==> src/rtl/nyq_pkg.sv <==
// Shared types and defaults for the Nyquist decimation filter controller.
package nyq_pkg;

  localparam int MAX_DECIM = 8;
  localparam int PH_WIDTH  = 3;
  localparam int N_STAGES  = 4;
  localparam int DQ_WIDTH  = PH_WIDTH + 1;

  typedef enum logic [1:0] {
    IDLE   = 2'd0,
    WARMUP = 2'd1,
    RUN    = 2'd2
  } state_e;

  // A decimation code of zero selects the largest factor, which does not fit in PH_WIDTH bits.
  function automatic logic [DQ_WIDTH-1:0] decim_map(input logic [PH_WIDTH-1:0] decim);
    if (decim == '0) begin
      decim_map = DQ_WIDTH'(MAX_DECIM);
    end else begin
      decim_map = {1'b0, decim};
    end
  endfunction

endpackage

==> src/rtl/nyq_ctrl_if.sv <==
// Control bus between the sample source / filter datapath and the sequencing controller.
interface nyq_ctrl_if
  import nyq_pkg::*;
#(
  parameter int PH_WIDTH = nyq_pkg::PH_WIDTH
);

  logic                En_SI;
  logic [PH_WIDTH-1:0] Decim_DI;
  logic                In_Valid_SI;
  logic [PH_WIDTH-1:0] Coef_Addr_DO;
  logic                Mac_En_SO;
  logic                Mac_Clr_SO;
  logic                Shift_En_SO;
  logic                Out_Valid_SO;
  logic                Busy_SO;

  // Sample source / datapath side.
  modport master (
    output En_SI, Decim_DI, In_Valid_SI,
    input  Coef_Addr_DO, Mac_En_SO, Mac_Clr_SO, Shift_En_SO, Out_Valid_SO, Busy_SO
  );

  // Controller side.
  modport slave (
    input  En_SI, Decim_DI, In_Valid_SI,
    output Coef_Addr_DO, Mac_En_SO, Mac_Clr_SO, Shift_En_SO, Out_Valid_SO, Busy_SO
  );

endinterface

==> src/rtl/nyq_phase_cnt.sv <==
// Modulo-N phase counter with a wrap flag, reusable by any decimator.
module nyq_phase_cnt #(
  parameter int W = 3
) (
  input  logic         Clk_CI,
  input  logic         Rst_RBI,
  input  logic         Clr_SI,
  input  logic         Inc_SI,
  input  logic [W:0]   Mod_DI,
  output logic [W-1:0] Cnt_DO,
  output logic         Wrap_SO
);

  logic [W-1:0] cnt_q;
  logic         last_phase;

  assign last_phase = ({1'b0, cnt_q} == (Mod_DI - (W+1)'(1)));
  assign Wrap_SO    = Inc_SI & last_phase;
  assign Cnt_DO     = cnt_q;

  // Phase register: clear has priority, otherwise advance and wrap on each increment.
  always_ff @(posedge Clk_CI or negedge Rst_RBI) begin
    if (!Rst_RBI) begin
      cnt_q <= '0;
    end else if (Clr_SI) begin
      cnt_q <= '0;
    end else if (Inc_SI) begin
      cnt_q <= last_phase ? '0 : cnt_q + W'(1);
    end
  end

endmodule

==> src/rtl/nyq_ctrl.sv <==
// Sequencing controller for the polyphase Nyquist decimation filter.
module nyq_ctrl
  import nyq_pkg::*;
#(
  parameter int MAX_DECIM = nyq_pkg::MAX_DECIM,
  parameter int PH_WIDTH  = nyq_pkg::PH_WIDTH,
  parameter int N_STAGES  = nyq_pkg::N_STAGES
) (
  input  logic        Clk_CI,
  input  logic        Rst_RBI,
  nyq_ctrl_if.slave   bus
);

  localparam int SC_WIDTH = $clog2(N_STAGES) + 1;

  state_e              state_q, state_d;
  logic [PH_WIDTH:0]   d_q;
  logic [PH_WIDTH-1:0] phase;
  logic                wrap;
  logic                accept;
  logic                clr_phase;
  logic                shift_q;
  logic                ov_q;
  logic [SC_WIDTH-1:0] sc_q;
  logic [SC_WIDTH-1:0] sc_incl;
  logic                chain_full;

  assign accept    = bus.In_Valid_SI & (state_q != IDLE);
  // Dropping enable discards the partial frame immediately so IDLE always shows phase 0.
  assign clr_phase = ~bus.En_SI | (state_q == IDLE);

  // Shift count including a pulse emitted this cycle, saturating at the chain depth.
  assign sc_incl    = (shift_q && (sc_q < SC_WIDTH'(N_STAGES))) ? sc_q + SC_WIDTH'(1) : sc_q;
  assign chain_full = (sc_incl >= SC_WIDTH'(N_STAGES));

  nyq_phase_cnt #(
    .W (PH_WIDTH)
  ) u_phase_cnt (
    .Clk_CI  (Clk_CI),
    .Rst_RBI (Rst_RBI),
    .Clr_SI  (clr_phase),
    .Inc_SI  (accept),
    .Mod_DI  (d_q),
    .Cnt_DO  (phase),
    .Wrap_SO (wrap)
  );

  // State register.
  always_ff @(posedge Clk_CI or negedge Rst_RBI) begin
    if (!Rst_RBI) begin
      state_q <= IDLE;
    end else begin
      state_q <= state_d;
    end
  end

  // Next-state logic: warm-up ends once the partial-sum chain has been filled.
  always_comb begin
    state_d = state_q;
    case (state_q)
      IDLE:    if (bus.En_SI) state_d = WARMUP;
      WARMUP:  if (!bus.En_SI) state_d = IDLE;
               else if (shift_q && chain_full) state_d = RUN;
      RUN:     if (!bus.En_SI) state_d = IDLE;
      default: state_d = IDLE;
    endcase
  end

  // Output logic: MAC controls follow the incoming sample with no latency.
  always_comb begin
    bus.Mac_En_SO    = accept;
    bus.Mac_Clr_SO   = accept & (phase == '0);
    bus.Coef_Addr_DO = phase;
    bus.Shift_En_SO  = shift_q;
    bus.Out_Valid_SO = ov_q;
    bus.Busy_SO      = (state_q != IDLE);
  end

  // Decimation factor is captured only when leaving IDLE; later changes wait for re-enable.
  always_ff @(posedge Clk_CI or negedge Rst_RBI) begin
    if (!Rst_RBI) begin
      d_q <= (PH_WIDTH+1)'(MAX_DECIM);
    end else if ((state_q == IDLE) && bus.En_SI) begin
      d_q <= decim_map(bus.Decim_DI);
    end
  end

  // Shift counter: counts partial-sum captures since enable, cleared whenever idle.
  always_ff @(posedge Clk_CI or negedge Rst_RBI) begin
    if (!Rst_RBI) begin
      sc_q <= '0;
    end else if (!bus.En_SI || (state_q == IDLE)) begin
      sc_q <= '0;
    end else begin
      sc_q <= sc_incl;
    end
  end

  // Pulse registers: shift after the last phase, output-valid one cycle later once the chain is full.
  always_ff @(posedge Clk_CI or negedge Rst_RBI) begin
    if (!Rst_RBI) begin
      shift_q <= 1'b0;
      ov_q    <= 1'b0;
    end else begin
      shift_q <= wrap & bus.En_SI;
      ov_q    <= shift_q & chain_full & (state_q != IDLE) & bus.En_SI;
    end
  end

endmodule

==> src/flat_wrapper.sv <==
// flat-port wrapper written by rule: the top's interface ports become plain ports
module nyq_ctrl_flat import nyq_pkg::*;
#(
  parameter int MAX_DECIM = nyq_pkg::MAX_DECIM,
  parameter int PH_WIDTH  = nyq_pkg::PH_WIDTH,
  parameter int N_STAGES  = nyq_pkg::N_STAGES
)
  (Clk_CI, Rst_RBI, bus_En_SI, bus_Decim_DI, bus_In_Valid_SI, bus_Coef_Addr_DO, bus_Mac_En_SO, bus_Mac_Clr_SO, bus_Shift_En_SO, bus_Out_Valid_SO, bus_Busy_SO);
  nyq_ctrl_if #(.PH_WIDTH(PH_WIDTH)) bus_i ();
  input  logic Clk_CI;
  input  logic Rst_RBI;
  input wire logic [$bits(bus_i.En_SI)-1:0] bus_En_SI;
  input wire logic [$bits(bus_i.Decim_DI)-1:0] bus_Decim_DI;
  input wire logic [$bits(bus_i.In_Valid_SI)-1:0] bus_In_Valid_SI;
  output wire logic [$bits(bus_i.Coef_Addr_DO)-1:0] bus_Coef_Addr_DO;
  output wire logic [$bits(bus_i.Mac_En_SO)-1:0] bus_Mac_En_SO;
  output wire logic [$bits(bus_i.Mac_Clr_SO)-1:0] bus_Mac_Clr_SO;
  output wire logic [$bits(bus_i.Shift_En_SO)-1:0] bus_Shift_En_SO;
  output wire logic [$bits(bus_i.Out_Valid_SO)-1:0] bus_Out_Valid_SO;
  output wire logic [$bits(bus_i.Busy_SO)-1:0] bus_Busy_SO;
  assign bus_i.En_SI = bus_En_SI;
  assign bus_i.Decim_DI = bus_Decim_DI;
  assign bus_i.In_Valid_SI = bus_In_Valid_SI;
  assign bus_Coef_Addr_DO = bus_i.Coef_Addr_DO;
  assign bus_Mac_En_SO = bus_i.Mac_En_SO;
  assign bus_Mac_Clr_SO = bus_i.Mac_Clr_SO;
  assign bus_Shift_En_SO = bus_i.Shift_En_SO;
  assign bus_Out_Valid_SO = bus_i.Out_Valid_SO;
  assign bus_Busy_SO = bus_i.Busy_SO;
  nyq_ctrl #(.MAX_DECIM(MAX_DECIM), .PH_WIDTH(PH_WIDTH), .N_STAGES(N_STAGES)) u_core (.Clk_CI(Clk_CI), .Rst_RBI(Rst_RBI), .bus(bus_i));
endmodule
==> config.mk <==
export PLATFORM = sky130hd
export DESIGN_NAME = nyq_ctrl_flat
export DESIGN_NICKNAME = d
export VERILOG_FILES = /design/src/rtl/nyq_pkg.sv /design/src/rtl/nyq_ctrl_if.sv /design/src/rtl/nyq_phase_cnt.sv /design/src/rtl/nyq_ctrl.sv /design/src/flat_wrapper.sv
export SDC_FILE = /design/constraint.sdc
export NUM_CORES = 1
export LEC_CHECK = 0
export ABC_AREA = 1
export CAP_MARGIN = 10
export CORE_MARGIN = 2
export CORE_UTILIZATION = 53
export CTS_CLUSTER_DIAMETER = 30
export DETAILED_ROUTE_END_ITERATION = 8
export GPL_TIMING_DRIVEN = 1
export PLACE_DENSITY = 0.89
export SLEW_MARGIN = 40
export SYNTH_ARGS = -nofsm -noshare
export SYNTH_HDL_FRONTEND = slang
export SYNTH_HIERARCHICAL = 1
export SYNTH_SLANG_ARGS = --single-unit
==> constraint.sdc <==
create_clock -name Clk_CI -period 2.3 [get_ports Clk_CI]
set_input_delay 0.575 -clock Clk_CI [delete_from_list [all_inputs] [get_ports Clk_CI]]
set_output_delay 0.575 -clock Clk_CI [all_outputs]
set_load 0.05 [all_outputs]
==> results_dict.tcl, run 1 <==
set metrics [dict create \
    start_util 0.588 \
    design_area_sq_um 1020 \
    hold_depth 2 \
    synth-seq-cells 14 \
    grt_pass1_vias 641 \
    skew_ns 0.00373 \
    track_usage 0.193 \
    holdBufCountCts 0 \
    leakage_uw 0.000516 \
    yosysTopAreaCellShare 0.415 \
    cp_cell_sequence "nor2_4 > inv_2 > clkdlybuf4s50_1" \
    crit_fanout 3 \
    grt_overflow 0 \
    syn_nets 112 \
    syn_area_sq_um 785 \
    cts_tree "done" \
    synth_area_leader_cell "dfrtp_1" \
    reg2reg_depth 6 \
    worst_slew_pin_slew_ns 0.627 \
    r2r_start "u_core/state_q[1]" \
    yosysMostFrequentCell "nand2_1" \
    cp_slowest_stage_delay_ns 0.70 \
    synth_cell_types 21 \
    numClockSinks 14 \
    required_ns 1.73 \
    maxSlewHeadroom 0.581 \
    ir_drop_mv 0.411 \
    drt_iter0_markers 15 \
    antenna_left 0 \
    ys.flop_type "dfrtp_1" \
    fin_cells 137 \
    area_growth_pct 29.7 \
    critPathBufInv 2 \
    layout-drive-gt1-share 0.180 \
    dr.pass1.iters 4 \
    min_from "u_core/d_q[3]" \
    hold_violations 0 \
    min_period_ns 2.21 \
    clk_pin_slew_ns 0.08 \
    n_antenna_cell 0 \
    die_h_um 42.5 \
    p_per_area_nw_per_um2 552 \
    yosysSeqAreaShare 0.448 \
    end_kind "output port" \
    yosysWarnings 6 \
    cts.path.max_buffers 2 \
    antenna_found_initial 0 \
    design.die.area_sq_um 1800 \
    drt_wl_total_um 1470 \
    portBuffers 14 \
    hold_slack_ns 0.491 \
    synth-edff-count 0 \
    async_flop_share 1.00 \
    numCtsBuffers 3 \
    hold_path_end "u_core/d_q[3]" \
    path_class "reg2out" \
    core_area_sq_um 1330 \
    io_pins 15 \
    synthTopCellsByCount "nand2_1, inv_1, dfrtp_1" \
    syn_area_per_cell_sq_um 7.69 \
    dp.cells 133 \
    vias_per_cell 5.01 \
    synth_area_leaders "dfrtp_1, nand2_1, inv_1" \
    post_cts_resized 0 \
    place_area_sq_um 981 \
    setup_tns_ns 0 \
    crit_slowest_cell "clkdlybuf4s50_1" \
    gp_congestion 0.803 \
    cp-start-kind "register" \
    rsz0062_at_grt "false" \
    fp.dieW_um 42.5 \
    hpwl_um 1070 \
    drv_slew 0 \
    reg2reg_slack_ns 0.80 \
    postCtsSetupBuffers 0 \
    floorplan.rows 13 \
    setup_viol 0 \
    crit_start "u_core/state_q[1]" \
    nets 133 \
    hold_class "reg2reg" \
    htree_levels 1 \
    timing.final.crit_share 0.959 \
    r2r_end "u_core/u_phase_cnt/Cnt_DO[2]" \
    drv_cap 0 \
    arrival_ns 1.63 \
    grt_pass1_wl_um 2620 \
    crit_family "buffers and inverters" \
    run_status "complete, no violations" \
    cts_root_buffer "clkbuf_4" \
    wl_per_cell_um 10.7 \
    clkLatencyLatePin_ns 0.28 \
    vias 686 \
    syn_inst 102 \
    remaining_drc_errors 0 \
    grt_max_degree 15 \
    fmax_ghz 0.453 \
]
-- how the worst max path moves through the flow --
stage	slack, ns	cells after the start	to
floorplan	0.23	3	bus_Mac_Clr_SO
global placement	0.22	5	bus_Mac_Clr_SO
detailed placement	0.22	5	bus_Mac_Clr_SO
CTS	0.08	3	bus_Busy_SO
global route	0.05	3	bus_Busy_SO
finish	0.09	3	bus_Busy_SO
-- routing by layer --
| layer | track usage | routed length [um] | up-vias |
|---|---|---|---|
| met5 | 0 | 0 | - |
| met4 | 0.0938 | 25 | 0 |
| met3 | 0.0259 | 79 | 4 |
| met2 | 0.342 | 756 | 24 |
| met1 | 0.226 | 608 | 308 |
| li1 | - | - | 350 |
-- power by group --
part	total [uW]	switching [uW]	internal, uW
combinational	121	69.2	51.7
sequential	266	9.36	257
clock	174	77.6	96.2
total	561	156	405
-- flip-flops by register name (all words and copies together), names as in the netlist --
register                   flops
u_core/bus.Out_Valid_SO        1
u_core/d_q                     4
u_core/sc_q                    3
u_core/u_phase_cnt/Cnt_DO      3
u_core/state_q                 2
u_core/bus.Shift_En_SO         1
-- cell families after synthesis --
kind of cell,synth area share
AO/OA/AOI/OAI,0.0813
XOR/XNOR,0.0112
buffers and inverters,0.105
AND/OR/NAND/NOR,0.306
flip-flops,0.448
adder cells (fa/ha/maj),0.0479
-- layout make-up --
type | instances | area [sq um]
clock buffers | 4 | 36.3
fillers | 102 | 317
inverters | 22 | 82.6
multi-input cells | 66 | 353
flip-flops and latches | 14 | 352
well taps | 15 | 18.8
repair buffers | 16 | 175
-- through the flow --
step           total power (uW)  utilization  setup WS (ns)
2_1_floorplan               349            -          0.234
3_3_place_gp                388        0.735          0.225
3_5_place_dp                392        0.735          0.225
4_1_cts                     570        0.763         0.0761
5_1_grt                     593        0.763         0.0497
6_report                    561        0.763         0.0943
-- placed cells by master, fill, tap and decap left out --
cell | Yosys | layout
a21oi_2 | 1 | 1
nor2_2 | 0 | 1
a21oi_1 | 4 | 4
clkdlybuf4s50_1 | 0 | 12
nor3_1 | 1 | 1
nor2_4 | 2 | 2
ha_1 | 3 | 3
and2_2 | 1 | 1
nand2_2 | 2 | 2
dfstp_2 | 1 | 1
nand3_2 | 1 | 1
dfrtp_1 | 13 | 13
o21ai_0 | 1 | 1
clkbuf_4 | 0 | 3
or2_2 | 1 | 1
clkbuf_8 | 0 | 1
inv_2 | 3 | 3
nand3_1 | 6 | 6
nand2_1 | 27 | 27
inv_1 | 19 | 19
buf_12 | 0 | 2
nand2_4 | 1 | 1
buf_4 | 0 | 2
xnor2_1 | 1 | 1
nor2_1 | 7 | 6
o21ai_1 | 6 | 6
nand3b_1 | 1 | 1
-- worst register-to-register path: cells and delay by family (launching register included) --
family	cells	cell delay, ns
AO/OA/AOI/OAI	2	0.27
flip-flops	1	0.42
buffers and inverters	1	0.15
AND/OR/NAND/NOR	3	0.56
(Power assumes the default switching activity.)
==> run 2, diff against run 1 <==
Settings changed: SLEW_MARGIN 40 to 20, SYNTH_HIERARCHICAL 1 to default.
==> run 2 against run 1 <==
  * Die area up 0.28%
  * Clock skew grew 0.0038 ns
  * Synthesized cell count down 6.9%
  * Combinational power grew 83%
  * Flip-flop and latch count unchanged
==> results_dict.tcl, run 2 <==
set metrics [dict create \
    vias 655 \
    syn_area_per_cell_sq_um 8.28 \
    rsz0062_at_grt "false" \
    worst_slew_pin_slew_ns 0.610 \
    r2r_start "u_core.d_q[0]" \
    ys.flop_type "dfrtp_1" \
    yosysSeqAreaShare 0.447 \
    cp-start-kind "primary input" \
    htree_levels 1 \
    synth-edff-count 0 \
    n_antenna_cell 0 \
    crit_start "bus_In_Valid_SI" \
    antenna_found_initial 0 \
    synthTopCellsByCount "nand2_1, dfrtp_1, inv_1" \
    numCtsBuffers 3 \
    nets 126 \
    end_kind "output port" \
    arrival_ns 1.62 \
    crit_fanout 3 \
    hold_depth 1 \
    area_growth_pct 27.0 \
    hold_path_end "u_core.sc_q[0]" \
    vias_per_cell 5.08 \
    reg2reg_depth 9 \
    drt_iter0_markers 11 \
    antenna_left 0 \
    p_per_area_nw_per_um2 649 \
    min_from "u_core.sc_q[0]" \
    setup_tns_ns 0 \
    drv_slew 0 \
    yosysMostFrequentCell "nand2_1" \
    layout-drive-gt1-share 0.184 \
    ir_drop_mv 0.429 \
    required_ns 1.73 \
    post_cts_resized 0 \
    setup_viol 0 \
    synth_cell_types 23 \
    leakage_uw 0.000490 \
    cts.path.max_buffers 2 \
    clk_pin_slew_ns 0.08 \
    hold_violations 0 \
    path_class "in2out" \
    holdBufCountCts 0 \
    skew_ns 0.00754 \
    die_h_um 42.5 \
    grt_overflow 0 \
    numClockSinks 14 \
    final_common_cell "nand2_1" \
    final_util 0.741 \
    design.die.area_sq_um 1810 \
    track_usage 0.189 \
    fp.dieW_um 42.5 \
    largest_register_ffs 4 \
    cts_tree "done" \
    start_util 0.583 \
    portBuffers 14 \
    run_status "complete, no violations" \
    grt_pass1_wl_um 2460 \
    fmax_ghz 0.456 \
    power_uw 648 \
    clkLatencyLatePin_ns 0.29 \
    postCtsSetupBuffers 0 \
    wl_per_cell_um 11.0 \
    yosysWarnings 0 \
    yosysTopAreaCellShare 0.413 \
    min_period_ns 2.19 \
    timing.final.crit_share 0.953 \
    syn_area_sq_um 787 \
    remaining_drc_errors 0 \
    syn_inst 95 \
    drv_cap 0 \
    floorplan.rows 13 \
    grt_max_degree 15 \
    drt_wl_total_um 1420 \
    gp_congestion 0.754 \
    fillers 111 \
    reg2reg_slack_ns 0.84 \
    final_cell_mix "nand2_1, inv_1, dfrtp_1, clkdlybuf4s50_1" \
    io_pins 15 \
    cts_root_buffer "clkbuf_4" \
    hpwl_um 1120 \
    synth_area_leaders "dfrtp_1, nand2_1, ha_1" \
    top_register "u_core.d_q" \
    core_area_sq_um 1350 \
    maxSlewHeadroom 0.592 \
    hold_class "reg2reg" \
    async_flop_share 1.00 \
    synth-seq-cells 14 \
    synth_area_leader_cell "dfrtp_1" \
    grt_pass1_vias 613 \
    r2r_end "u_core.u_phase_cnt.Cnt_DO[1]" \
    syn_nets 106 \
    dr.pass1.iters 4 \
]
-- run 2: cells by family after synthesis --
logic type	count (synthesis)	synth area share
adder cells (fa/ha/maj)	4	0.0636
AO/OA/AOI/OAI	14	0.102
XOR/XNOR	1	0.0111
buffers and inverters	20	0.0986
flip-flops	14	0.447
AND/OR/NAND/NOR	42	0.278
-- run 2: per-layer routing --
| metal | global-route usage | wire length [um] | vias to the layer above |
|---|---|---|---|
| met5 | 0 | 0 | - |
| met4 | 0.131 | 44 | 0 |
| li1 | - | - | 343 |
| met3 | 0.0560 | 71 | 5 |
| met1 | 0.194 | 623 | 292 |
| met2 | 0.323 | 679 | 15 |
-- run 2: where the power goes --
group	internal [uW]	total [uW]	switching (uW)
Combinational	86.8	221	134
Clock	67.5	148	80.0
Sequential	266	280	13.9
-- run 2: final cells by class --
class                           instances  area [sq um]  area share
Timing Repair Buffer                   15           168       0.168
Inverter                               20          77.6      0.0776
Sequential cell                        14           352       0.352
Multi-Input combinational cell         61           358       0.358
Tap cell                               15          18.8      0.0188
Clock buffer                            4          26.3      0.0263
-- run 2: worst max path at each step --
stage                          end  slack, ns  depth (start not counted)
floorplan           bus_Mac_Clr_SO       0.04                          6
global placement    bus_Mac_Clr_SO       0.11                          6
detailed placement  bus_Mac_Clr_SO       0.11                          6
CTS                    bus_Busy_SO       0.10                          3
global route        bus_Mac_Clr_SO       0.05                          6
finish              bus_Mac_Clr_SO       0.11                          6
-- run 2: metrics by stage --
stage / setup WS (ns) / hold WS [ns] / cell area, sq um / cells
global route: 0.0461 / 0.497 / 1000 / 129
detailed placement: 0.114 / 0.463 / 973 / 125
finish: 0.107 / 0.475 / 1000 / 129
global placement: 0.114 / 0.453 / 973 / 125
floorplan: 0.0351 / 0.279 / 787 / 95
CTS: 0.104 / 0.477 / 1000 / 129
-- run 2: worst max-delay path, cell delays in order --
cell and delay [ns]:
clkdlybuf4s50_1 0.45, inv_1 0.07, nor2_4 0.12, inv_2 0.05, nor2_1 0.18, buf_12 0.17
==> run 3, diff against run 2 <==
Settings changed: HOLD_SLACK_MARGIN from default to 0.06.
==> results of run 3 <==
No change in the layout: final DEF, timing and power equal those of run 2.
